<file path="src/rtl/vga_scan_ctrl.sv">
// VGA scan sequencer: pixel/line counters, active-low syncs, visible flag, frame strobe, vblank update handshake.
// Latency: all outputs registered; syncs/visible decoded from next counter value, so zero skew vs x_val/y_val.
// Backpressure: en=0 freezes the scan (counters, syncs, visible, update_req hold); ack still closes the window.
module vga_scan_ctrl #(
  parameter int H_VISIBLE = 640,
  parameter int H_FRONT   = 16,
  parameter int H_SYNC    = 96,
  parameter int H_BACK    = 48,
  parameter int V_VISIBLE = 480,
  parameter int V_FRONT   = 10,
  parameter int V_SYNC    = 2,
  parameter int V_BACK    = 33
) (
  input  logic       clk,
  input  logic       rst,
  input  logic       en,
  output logic [9:0] x_val,
  output logic [9:0] y_val,
  output logic       hsync,
  output logic       vsync,
  output logic       visible,
  output logic       frame_start,
  output logic       update_req,
  input  logic       update_ack,
  output logic [7:0] miss_count
);

  localparam int H_TOTAL = H_VISIBLE + H_FRONT + H_SYNC + H_BACK;
  localparam int V_TOTAL = V_VISIBLE + V_FRONT + V_SYNC + V_BACK;

  localparam logic [9:0] H_LAST    = 10'(H_TOTAL - 1);
  localparam logic [9:0] V_LAST    = 10'(V_TOTAL - 1);
  localparam logic [9:0] H_VIS_END = 10'(H_VISIBLE);
  localparam logic [9:0] V_VIS_END = 10'(V_VISIBLE);
  localparam logic [9:0] V_REQ_PRE = 10'(V_VISIBLE - 1);
  localparam logic [9:0] HS_START  = 10'(H_VISIBLE + H_FRONT);
  localparam logic [9:0] HS_END    = 10'(H_VISIBLE + H_FRONT + H_SYNC);
  localparam logic [9:0] VS_START  = 10'(V_VISIBLE + V_FRONT);
  localparam logic [9:0] VS_END    = 10'(V_VISIBLE + V_FRONT + V_SYNC);

  localparam logic [0:0] ST_IDLE = 1'b0;
  localparam logic [0:0] ST_REQ  = 1'b1;

  logic [9:0] x_next;
  logic [9:0] y_next;
  logic       wrap;
  logic       enter_req;
  logic [0:0] state;
  logic [0:0] state_next;
  logic [7:0] miss_next;

  // Next scan position; flags the frame wrap and the step onto the first blanking line.
  always_comb begin
    x_next    = x_val;
    y_next    = y_val;
    wrap      = 1'b0;
    enter_req = 1'b0;
    if (en) begin
      if (x_val == H_LAST) begin
        x_next = '0;
        if (y_val == V_LAST) begin
          y_next = '0;
          wrap   = 1'b1;
        end else begin
          y_next = y_val + 10'd1;
        end
        if (y_val == V_REQ_PRE) begin
          enter_req = 1'b1;
        end
      end else begin
        x_next = x_val + 10'd1;
      end
    end
  end

  // Update window: opens entering vertical blanking, closes on ack (wins over wrap) or on wrap as a miss.
  always_comb begin
    state_next = state;
    miss_next  = miss_count;
    case (state)
      ST_IDLE: begin
        if (enter_req) begin
          state_next = ST_REQ;
        end
      end
      ST_REQ: begin
        if (update_ack) begin
          state_next = ST_IDLE;
        end else if (wrap) begin
          state_next = ST_IDLE;
          if (miss_count != 8'hFF) begin
            miss_next = miss_count + 8'd1;
          end
        end
      end
      default: state_next = ST_IDLE;
    endcase
  end

  // Register counters and decode syncs/visible from the next position so they line up with x_val/y_val.
  always_ff @(posedge clk or posedge rst) begin
    if (rst) begin
      x_val       <= '0;
      y_val       <= '0;
      hsync       <= 1'b1;
      vsync       <= 1'b1;
      visible     <= 1'b1;
      frame_start <= 1'b0;
    end else begin
      x_val       <= x_next;
      y_val       <= y_next;
      hsync       <= !((x_next >= HS_START) && (x_next < HS_END));
      vsync       <= !((y_next >= VS_START) && (y_next < VS_END));
      visible     <= (x_next < H_VIS_END) && (y_next < V_VIS_END);
      frame_start <= wrap;
    end
  end

  // Register handshake state; update_req mirrors the next state so it rises together with (0, V_VISIBLE).
  always_ff @(posedge clk or posedge rst) begin
    if (rst) begin
      state      <= ST_IDLE;
      update_req <= 1'b0;
      miss_count <= '0;
    end else begin
      state      <= state_next;
      update_req <= (state_next == ST_REQ);
      miss_count <= miss_next;
    end
  end

endmodule

</file>
<file path="config.mk">
export PLATFORM = sky130hd
export DESIGN_NAME = vga_scan_ctrl
export DESIGN_NICKNAME = d
export VERILOG_FILES = /design/src/rtl/vga_scan_ctrl.sv
export SDC_FILE = /design/constraint.sdc
export NUM_CORES = 1
export LEC_CHECK = 0
export ABC_AREA = 0
export ABC_CLOCK_PERIOD_IN_PS = 4000
export CORE_MARGIN = 5
export CORE_UTILIZATION = 30
export CTS_CLUSTER_DIAMETER = 50
export DETAILED_ROUTE_END_ITERATION = 10
export GPL_TIMING_DRIVEN = 0
export SETUP_SLACK_MARGIN = 0.5
export SYNTH_ARGS = -nofsm -noshare
export SYNTH_HDL_FRONTEND = slang
export SYNTH_SLANG_ARGS = --single-unit
</file>
<file path="constraint.sdc">
create_clock -name clk -period 4 [get_ports clk]
set_clock_uncertainty 0.2 [all_clocks]
set_input_delay 1 -clock clk [delete_from_list [all_inputs] [get_ports clk]]
set_output_delay 1 -clock clk [all_outputs]
set_load 0.05 [all_outputs]
</file>
# ---- Word level (Yosys, flattened, before mapping)
# Cells that the tools add are included.
dict set report word_totals {
  register_bits 33
  input_bits 4
}
dict set report classes {
  n_addsub 3
  magnitude_cmp 6
  eq_ne 4
  muxes 15
  bitwise_logic 2
  n_reduce_logical 6
}
# cell n
set ops {}
lappend ops {{2-to-1 mux 10 bit} 5}
lappend ops {{adder 10 x 1 -> 10 bit (second input constant)} 2}
lappend ops {{equality test 10 bit (second input constant)} 2}
lappend ops {{< comparator 10 bit (second input constant)} 2}
lappend ops {{< comparator 10 x 9 -> 1 bit (second input constant)} 2}
lappend ops {{equality test 10 x 9 -> 1 bit (second input constant)} 1}
lappend ops {{greater-or-equal comparator 10 bit (second input constant)} 1}
lappend ops {{greater-or-equal comparator 10 x 9 -> 1 bit (second input constant)} 1}
lappend ops {{2-to-1 mux 1 bit} 9}
lappend ops {{adder 8 x 1 -> 8 bit (second input constant)} 1}
lappend ops {{!= test 8 bit (second input constant)} 1}
lappend ops {{AND reduction 4 bit} 1}
lappend ops {{logical AND 1 bit} 3}
lappend ops {{zero test 1 bit} 2}
lappend ops {{inverter 1 bit} 2}
lappend ops {{one-hot mux 1 bit (2 select lines)} 1}

# ---- Logic depth before layout (Yosys ltp)
# Gate-level depths: netlist of run 1.
dict set report depth {
  depth_word 7
  ltp_mapped 8
  depth_no_buf 7
}

# ---- Worst setup path after synthesis of run 1
# Ideal clock, no wire load.
dict set report synth_timing {
  path_type {input -> register}
  from {input en}
  to {register vsync}
  t_arrival_ps 2724
  required_time_ps 3707
  path_slack_ps 983
  cell_stages 7
  cell_sequence {clkbuf_1 nand4_1 or3_1 clkbuf_2 or4_4 a211oi_2 nand4_1}
}
dict set report synth_via {
  elab_chain_cells 4
}
# item line_no
set synth_lines {}
lappend synth_lines {{from (decl)} 16} ;# input logic en,
lappend synth_lines {{2-to-1 mux 10 bit (*)} 58} ;# if (en) begin
lappend synth_lines {{greater-or-equal comparator 10 x 9 -> 1 bit or < comparator 10 x 9 -> 1 bit (tied branches)} 113} ;# vsync <= !((y_next >= VS_START) && (y_next < VS_END));
lappend synth_lines {{logical AND 1 bit (*)} 113}
lappend synth_lines {{zero test 1 bit (*)} 113}
lappend synth_lines {{to (signal assigned)} 113}
lappend synth_lines {{to (decl)} 20} ;# output logic vsync,
# Mark *: on every way between the ends. The rest lies on a longest branch, timed or not.
# A chain may end at the register's enable or synchronous reset.

# ---- Final worst setup path of run 1
dict set report layout_timing {
  from {input en}
  to {register miss_count[1]}
}
dict set report layout_via {
  elab_chain_cells 2
}
# item line_no
set layout_lines {}
lappend layout_lines {{2-to-1 mux 1 bit} 58}
lappend layout_lines {{AND reduction 4 bit (no line)} -}
lappend layout_lines {{to (signal assigned)} 128} ;# miss_count <= miss_next;
lappend layout_lines {{to (decl)} 25} ;# output logic [7:0] miss_count
# No other way between the ends.

==> results.yml, run 1 <==
final_layout:
  regArea_um2: 830
  num-fill-cells: 581
  drive_gt1_share_pct: 9.68
  final_area_um2: 2270
  final_net_count: 224
  multi_input_area_um2: 827
  syn2layout_area_growth_pct: 31.3
  insertedDiodeCount: 0
synth:
  synth_warnings: 0
  synth_top_flop_cell: "dfrtp_1"
  synth_compound_area_share_pct: 9.91
  yosysMostFrequentCell: "dfrtp_1"
  syn_inst: 174
  synth-edff-count: 0
  yosys.area_share.simple_pct: 24.6
  synthMuxAreaShare_pct: 1.30
  synth_cell_types: 45
  synth_top_area_share_pct: 43.4
  synth_nets: 182
  syn_area_per_cell_um2: 9.94
  ys_async_sr_fraction_pct: 100
  synth_top_area_cell: "dfrtp_1"
  synth_top_family_by_area: "simple AND/OR/NAND/NOR gates"
  synth_area_um2: 1730
  ys_ff_latch: 33
  yosys.area_share.adder_pct: 2.89
  ys_top_cells_by_count: "dfrtp_1, nand3_1, nand2_1, inv_1, xnor2_1"
  ys_seq_area_share_pct: 47.9
  synth_xor_area_share_pct: 9.11
  synth_top_cells_by_area: "dfrtp_1, xnor2_1, nand3_1"
power_and_ir_drop:
  clock_power_share_pct: 28.6
  p_int_uw: 622
  power.density_nw_per_um2: 426
  combPwrFrac_pct: 29.5
  seqPwrFrac_pct: 41.9
  max-vdd-ir-drop_mv: 0.327
  p_sw_uw: 345
  p_leak_uw: 0.000941
  switching_share_pct: 35.7
grt:
  grt_usage_pct: 11.6
  grt_max_degree: 34
  grt_pass1_vias: 1435
  grt_overflow: 0
  antenna_found_initial: 0
  grt_pass1_wl_um: 6890
setup_path:
  worstPathRequired_ps: 3970
  crit_chain: "clkbuf_1, nand4_1, or3_1, clkbuf_2, nor3_1, mux2_2"
  end_kind: "flop"
  path_max_fanout: 8
  r2r_setup_slack_ps: 1200
  worstPathBufferInverterCount: 2
  critPathKind: "input pin to flop"
  slowest_stage: "nor3_1"
  arrival_ps: 2940
  start_kind: "input pin"
  cpPeakStageDelay_ps: 560
  critical-path-top-delay-family: "simple AND/OR/NAND/NOR gates"
drt:
  wl_met2_um: 1770
  wl_per_cell_um: 13.9
  drcViolationCount: 0
  drt_iter0_drc: 55
  route.met3.wl_um: 273
  dr.pass1.iters: 4
  drtAntennaViolNets: 0
  dr.max_layer_used: "met4"
  vias: 1451
  wl_met1_um: 1910
  avgViaCountPerCell: 5.02
  wl_um: 4010
min_path:
  hold_path.class: "flop to flop"
job:
  cap_violations: 0
placement:
  gp_congestion: 0.801
  postPlaceCellArea_um2: 2170
  io_buffer_count: 35
  dpl.hpwl_um: 2920
sta:
  slew_violations: 0
  final.setup.tns_ps: 0
  worst_pin_slew_ps: 690
  finalSetupViolCount: 0
  finalCritPeriodShare_pct: 74.2
  final-hold-violation-count: 0
  relSlewSlack_pct: 53.9
  rsz0062_at_grt: "false"
  min_period_ps: 2970
  fmax_mhz: 337
clock_tree:
  ctsResizeCount: 0
  cts_num_sinks: 33
  insertion_delay_ps: 280
  cts_root_buffer: "clkbuf_8"
  post_cts_buffers: 0
  clkSlewWorstSetupHoldPaths_ps: 70
  tritoncts: "done"
  ctsHoldBuffers: 0
  cts_buffers: 5
  clock_path_buffers: 2
  htreeDepth: 2
floorplanning:
  coreArea_um2: 5540
  io_pins: 37
  initial_core_util_pct: 31.2
  die_h_um: 85.9
  dieArea_um2: 7390
  die_width_um: 85.9
  num_rows: 27
run_status:
  status: "finished clean"
kinds of logic after synthesis:
kind of cell               after synthesis
muxes                                    2
adders and majority gates                4
buffers and inverters                   19
DFF                                     33
xor gates and xnor gates                18
and+or+nand+nor                         74
AOI/OAI and AO/OA                       24
final cells by class:
type | count | area share, %
buffer | 7 | 1.27
clock buffer | 7 | 4.24
clock inverter | 1 | 0.220
inverter | 12 | 1.98
multi-input combinational | 122 | 36.4
sequential | 33 | 36.5
tap | 72 | 3.96
timing repair buffer | 35 | 15.4
power by group through the flow:
stage	Combinational, uW	Sequential (uW)	Clock (uW)
final	285	406	276
after global routing	307	412	304
after CTS	289	405	290
after detailed placement	288	411	0
after global placement	288	409	0
after floorplan	97.0	511	0
stage by stage:
stage / util [%] / hold slack, ps / power (uW) / setup slack, ps / std cells
after floorplan: - / 581 / 608 / 983 / 174
after global placement: 39.2 / 292 / 697 / 708 / 281
after detailed placement: 39.2 / 297 / 699 / 714 / 281
after CTS: 41.0 / 315 / 985 / 1030 / 289
after global routing: 41.0 / 338 / 1020 / 828 / 289
final: 41.0 / 306 / 968 / 1030 / 289
sequential cells by signal, indices dropped and copies added, names as in the netlist:
name         flops
x_val           10
y_val           10
miss_count       8
frame_start      1
hsync            1
state            1
visible          1
vsync            1
final timing paths:
kind,end,cells after the start,from
max,miss_count[1],6,en
min,miss_count[7],1,miss_count[7]
max reg2reg,miss_count[1],5,x_val[5]
min reg2reg,miss_count[7],1,miss_count[7]
max in group asynchronous,y_val[6],2,rst
min in group asynchronous,miss_count[1],2,rst
layout by cell type (no fill, tap or decap), drive strengths merged, types with 2 or more instances in the layout:
| cell type | n |
|---|---|
| and4 | 5 |
| or3 | 3 |
| nand4 | 7 |
| o22a | 2 |
| mux2 | 2 |
| nand3 | 16 |
| clkdlybuf4s50 | 35 |
| nor4 | 5 |
| nor3 | 7 |
| dfrtp | 30 |
| and3 | 2 |
| xor2 | 6 |
| nand2 | 13 |
| clkbuf | 13 |
| dfstp | 3 |
| or4 | 2 |
| ha | 4 |
| inv | 12 |
| o21ai | 6 |
| nor2 | 7 |
| a31oi | 2 |
| xnor2 | 12 |
| a211oi | 3 |
per-layer routing:
layer / GRT usage, % / up-vias
li1: - / 715
met1: 15.3 / 691
met2: 17.0 / 38
met3: 4.32 / 7
met4: 4.75 / 0
met5: 0 / -
Note: power is estimated with default switching activity, not from simulation.
==> run 2, diff against run 1 <==
Settings changed: ABC_CLOCK_PERIOD_IN_PS 4000 to 2970.
Clock period 4 ns to 2.97 ns, I/O delays scaled along.
==> results.yml, run 2 (synthesized netlist as in run 1, its figures left out) <==
final_layout:
  mostFrequentLayoutCells: "dfrtp_1, dlygate4sd2_1, nand3_1"
  reg_top3: "x_val (10), y_val (10), miss_count (8)"
  syn2layout_area_growth_pct: 40.1
  drive_gt1_share_pct: 19.6
  layout_commonest_cell: "dfrtp_1"
  num-fill-cells: 556
  final_net_count: 231
  insertedDiodeCount: 0
  fin_cells: 296
sta:
  worst_pin_slew_ps: 680
  final.setup.tns_ps: 0
  finalCritPeriodShare_pct: 85.5
  rsz0062_at_grt: "true"
  min_period_ps: 2540
  relSlewSlack_pct: 54.6
  finalSetupViolCount: 0
  fmax_mhz: 394
  final-hold-violation-count: 0
  slew_violations: 0
min_path:
  holdPathStages: 1
  worstHoldStart: "miss_count[7]"
  hold_path.class: "flop to flop"
  min_to: "miss_count[7]"
clock_tree:
  htreeDepth: 2
  cts_root_buffer: "clkbuf_8"
  clkSlewWorstSetupHoldPaths_ps: 70
  clock_path_buffers: 2
  tritoncts: "done"
  cts_num_sinks: 33
  ctsHoldBuffers: 0
  insertion_delay_ps: 290
  cts_buffers: 5
grt:
  grt_pass1_vias: 1426
  grt_max_degree: 34
  grt_pass1_wl_um: 6840
  grt_usage_pct: 11.6
  grt_overflow: 0
  antenna_found_initial: 0
floorplanning:
  die_width_um: 85.9
  initial_core_util_pct: 31.2
  die_h_um: 85.9
  num_rows: 27
  dieArea_um2: 7390
  coreArea_um2: 5540
  io_pins: 37
setup_path:
  critical-path-top-delay-family: "simple AND/OR/NAND/NOR gates"
  r2r-start: "x_val[7]"
  path_max_fanout: 7
  cpPeakStageDelay_ps: 560
  r2r-end: "vsync"
  critPathKind: "flop to flop"
  ff2ff_path_depth: 6
  crit_chain: "or4b_4, or3_4, buf_8, or4_4, a211oi_4, nand4_1"
  end_kind: "flop"
  worstPathRequired_ps: 2960
  start_kind: "flop"
  slowest_stage: "or4b_4"
  r2r_setup_slack_ps: 430
  worstPathBufferInverterCount: 1
  arrival_ps: 2530
drt:
  vias: 1493
  wl_per_cell_um: 14.0
  drcViolationCount: 0
  wl_um: 4140
  avgViaCountPerCell: 5.04
  drt_iter0_drc: 71
  drtAntennaViolNets: 0
  dr.pass1.iters: 4
power_and_ir_drop:
  p_leak_uw: 0.00116
  max-vdd-ir-drop_mv: 0.365
  power.density_nw_per_um2: 607
placement:
  io_buffer_count: 35
  dp.cells: 281
  dpl.hpwl_um: 2950
  gp_congestion: 0.812
run_status:
  status: "finished clean"
job:
  cap_violations: 0
## run 2: worst max path at each step
stage / startpoint / end / slack [ps] / cells past startpoint
global route: x_val[7] / vsync / 360 / 6
finish: x_val[7] / vsync / 430 / 6
CTS: x_val[6] / vsync / 380 / 6
floorplan: x_val[7] / vsync / 330 / 6
global placement: en / vsync / 210 / 7
detailed placement: en / vsync / 250 / 7
## run 2: power breakdown
part / switching, uW / leakage, uW / internal, uW
Sequential: 39.2 / 0.000415 / 498
Clock: 172 / 0.0000681 / 333
Combinational: 272 / 0.000674 / 159
Total: 483 / 0.00116 / 990
## run 2: timing repair
item	in CTS	in global routing
endpoints found under the setup margin	31	14
setup buffers	5	2
resized for setup	25	14
pin swaps	5	3
## run 2: final cells by class
type / count / area [um^2] / area share, %
plain buffers: 7 / 45.0 / 1.86
clock buffers: 5 / 68.8 / 2.84
flip-flops and latches: 33 / 838 / 34.6
inverters: 12 / 45.0 / 1.86
multi-input cells: 122 / 885 / 36.5
repair buffers: 42 / 388 / 16.0
clock inverters: 3 / 65.1 / 2.68
well taps: 72 / 90.1 / 3.72
## run 2: routing by layer
metal / up-vias / track usage (%) / wire length, um
met5: - / 0 / 0
met4: 0 / 3.17 / 42
met3: 5 / 3.46 / 215
met2: 32 / 18.6 / 1920
met1: 731 / 15.1 / 1970
li1: 725 / - / -
## run 2: metrics by stage
stage               utilization (%)  instance area, um^2  hold WS [ps]  total power, uW  worst slack, ps
floorplan                         -                 1770           493              826              329
global placement               39.9                 2210           291              943              211
detailed placement             39.9                 2210           296              952              248
CTS                            42.8                 2370           306             1470              376
global route                   43.8                 2420           314             1540              359
finish                         43.8                 2420           308             1470              429
==> run 3, diff against run 2 <==
Settings changed: CAP_MARGIN from default to 30.
==> results.yml, run 3 (synthesized netlist as in run 1, its figures left out) <==
floorplanning:
  initial_core_util_pct: 31.2
  num_rows: 27
  dieArea_um2: 7390
  coreArea_um2: 5540
  io_pins: 37
  die_h_um: 85.9
  die_width_um: 85.9
drt:
  wl_per_cell_um: 14.1
  dr.pass1.iters: 4
  avgViaCountPerCell: 5.05
  drcViolationCount: 0
  vias: 1499
  drtAntennaViolNets: 0
  drt_iter0_drc: 49
  wl_um: 4190
sta:
  slew_violations: 0
  relSlewSlack_pct: 55.6
  fmax_mhz: 390
  worst_pin_slew_ps: 665
  final.setup.tns_ps: 0
  min_period_ps: 2560
  finalSetupViolCount: 0
  rsz0062_at_grt: "true"
  finalCritPeriodShare_pct: 86.3
  final-hold-violation-count: 0
  setup_ws_ps: 407
setup_path:
  critPathKind: "flop to flop"
  path_max_fanout: 7
  start_kind: "flop"
  cpPeakStageDelay_ps: 560
  slowest_stage: "or4b_4"
  arrival_ps: 2550
  crit_chain: "or4b_4, or3_4, buf_8, or4_4, a211oi_4, nand4_1"
  worstPathRequired_ps: 2960
  end_kind: "flop"
min_path:
  hold_path.class: "flop to flop"
clock_tree:
  ctsHoldBuffers: 0
  htreeDepth: 2
  tritoncts: "done"
  cts_num_sinks: 33
  insertion_delay_ps: 280
  cts_root_buffer: "clkbuf_8"
  cts_buffers: 5
  clock_path_buffers: 2
  clkSlewWorstSetupHoldPaths_ps: 70
placement:
  gp_congestion: 0.812
  dpl.hpwl_um: 3030
  io_buffer_count: 35
  dp.cells: 282
  detailedPlace.worstSlack_ps: 263
  postPlaceCellArea_um2: 2240
grt:
  grt_pass1_vias: 1427
  antenna_found_initial: 0
  grt_pass1_wl_um: 6960
  grt_max_degree: 19
  grt_usage_pct: 11.7
  grt_overflow: 0
final_layout:
  mostFrequentLayoutCells: "dfrtp_1, dlygate4sd2_1, nand3_1"
  layout_commonest_cell: "dfrtp_1"
  final_area_um2: 2420
  regArea_um2: 838
  fin_cells: 297
  reg_top3: "x_val (10), y_val (10), miss_count (8)"
  multi_input_area_um2: 881
  num-fill-cells: 562
  drive_gt1_share_pct: 19.6
  syn2layout_area_growth_pct: 39.8
  final_net_count: 232
  insertedDiodeCount: 0
run_status:
  status: "finished clean"
power_and_ir_drop:
  power.density_nw_per_um2: 560
  p_leak_uw: 0.00117
  totalPowerFinal_uw: 1350
  max-vdd-ir-drop_mv: 0.354
job:
  cap_violations: 0
run 3: cell count changes in the layout (fill, tap and decap cells not counted), moves of 2 or more:
cell,delta
clkdlybuf4s50_1,+2
clkbuf_8,+2
bufinv_16,-2
dlygate4sd2_1,-3
run 3: what timing repair did:
action | 4_1_cts | 5_1_grt
setup endpoints to repair | 28 | 15
pin swaps | 5 | 4
resized for setup | 22 | 13
setup buffers | 5 | 2
run 3: layout make-up:
type                    count  share of cell area [%]
well taps                  72                    3.72
repair buffers             43                    17.4
plain buffers               7                    1.76
inverters                  12                    1.86
multi-input cells         122                    36.4
flip-flops and latches     33                    34.6
clock buffers               7                    3.98
clock inverters             1                   0.207
run 3: per-stage QoR:
stage | utilization, % | hold slack (ps)
detailed placement | 40.4 | 296
CTS | 42.7 | 305
floorplan | - | 493
finish | 43.7 | 309
global placement | 39.9 | 291
global route | 43.7 | 313
run 3: routing by layer:
metal / share of wire, % / track usage [%]
met1: 47 / 15.6
met2: 48 / 18.9
met3: 5.7 / 3.65
met4: 0 / 2.16
met5: 0 / 0
run 3: critical path: cells and delay by family (launching register included):
family / cells / cell delay (ps)
DFF: 1 / 400
buffers and inverters: 1 / 140
AOI/OAI and AO/OA: 1 / 260
and+or+nand+nor: 4 / 1470
run 3: worst paths after layout:
check | start | end | slack (ps) | depth (start not counted)
worst min-delay path | miss_count[5] | miss_count[5] | 310 | 1
max in group asynchronous | rst | hsync | 1310 | 3
worst min register to register | miss_count[5] | miss_count[5] | 310 | 1
worst max-delay path | x_val[7] | vsync | 410 | 6
min in group asynchronous | rst | y_val[6] | 660 | 2
worst max register to register | x_val[7] | vsync | 410 | 6
run 3: power breakdown:
part | switching, uW | internal (uW) | leakage, uW
clock | 163 | 209 | 0.0000542
sequential | 41.7 | 498 | 0.000415
combinational | 274 | 169 | 0.000698
total | 478 | 876 | 0.00117
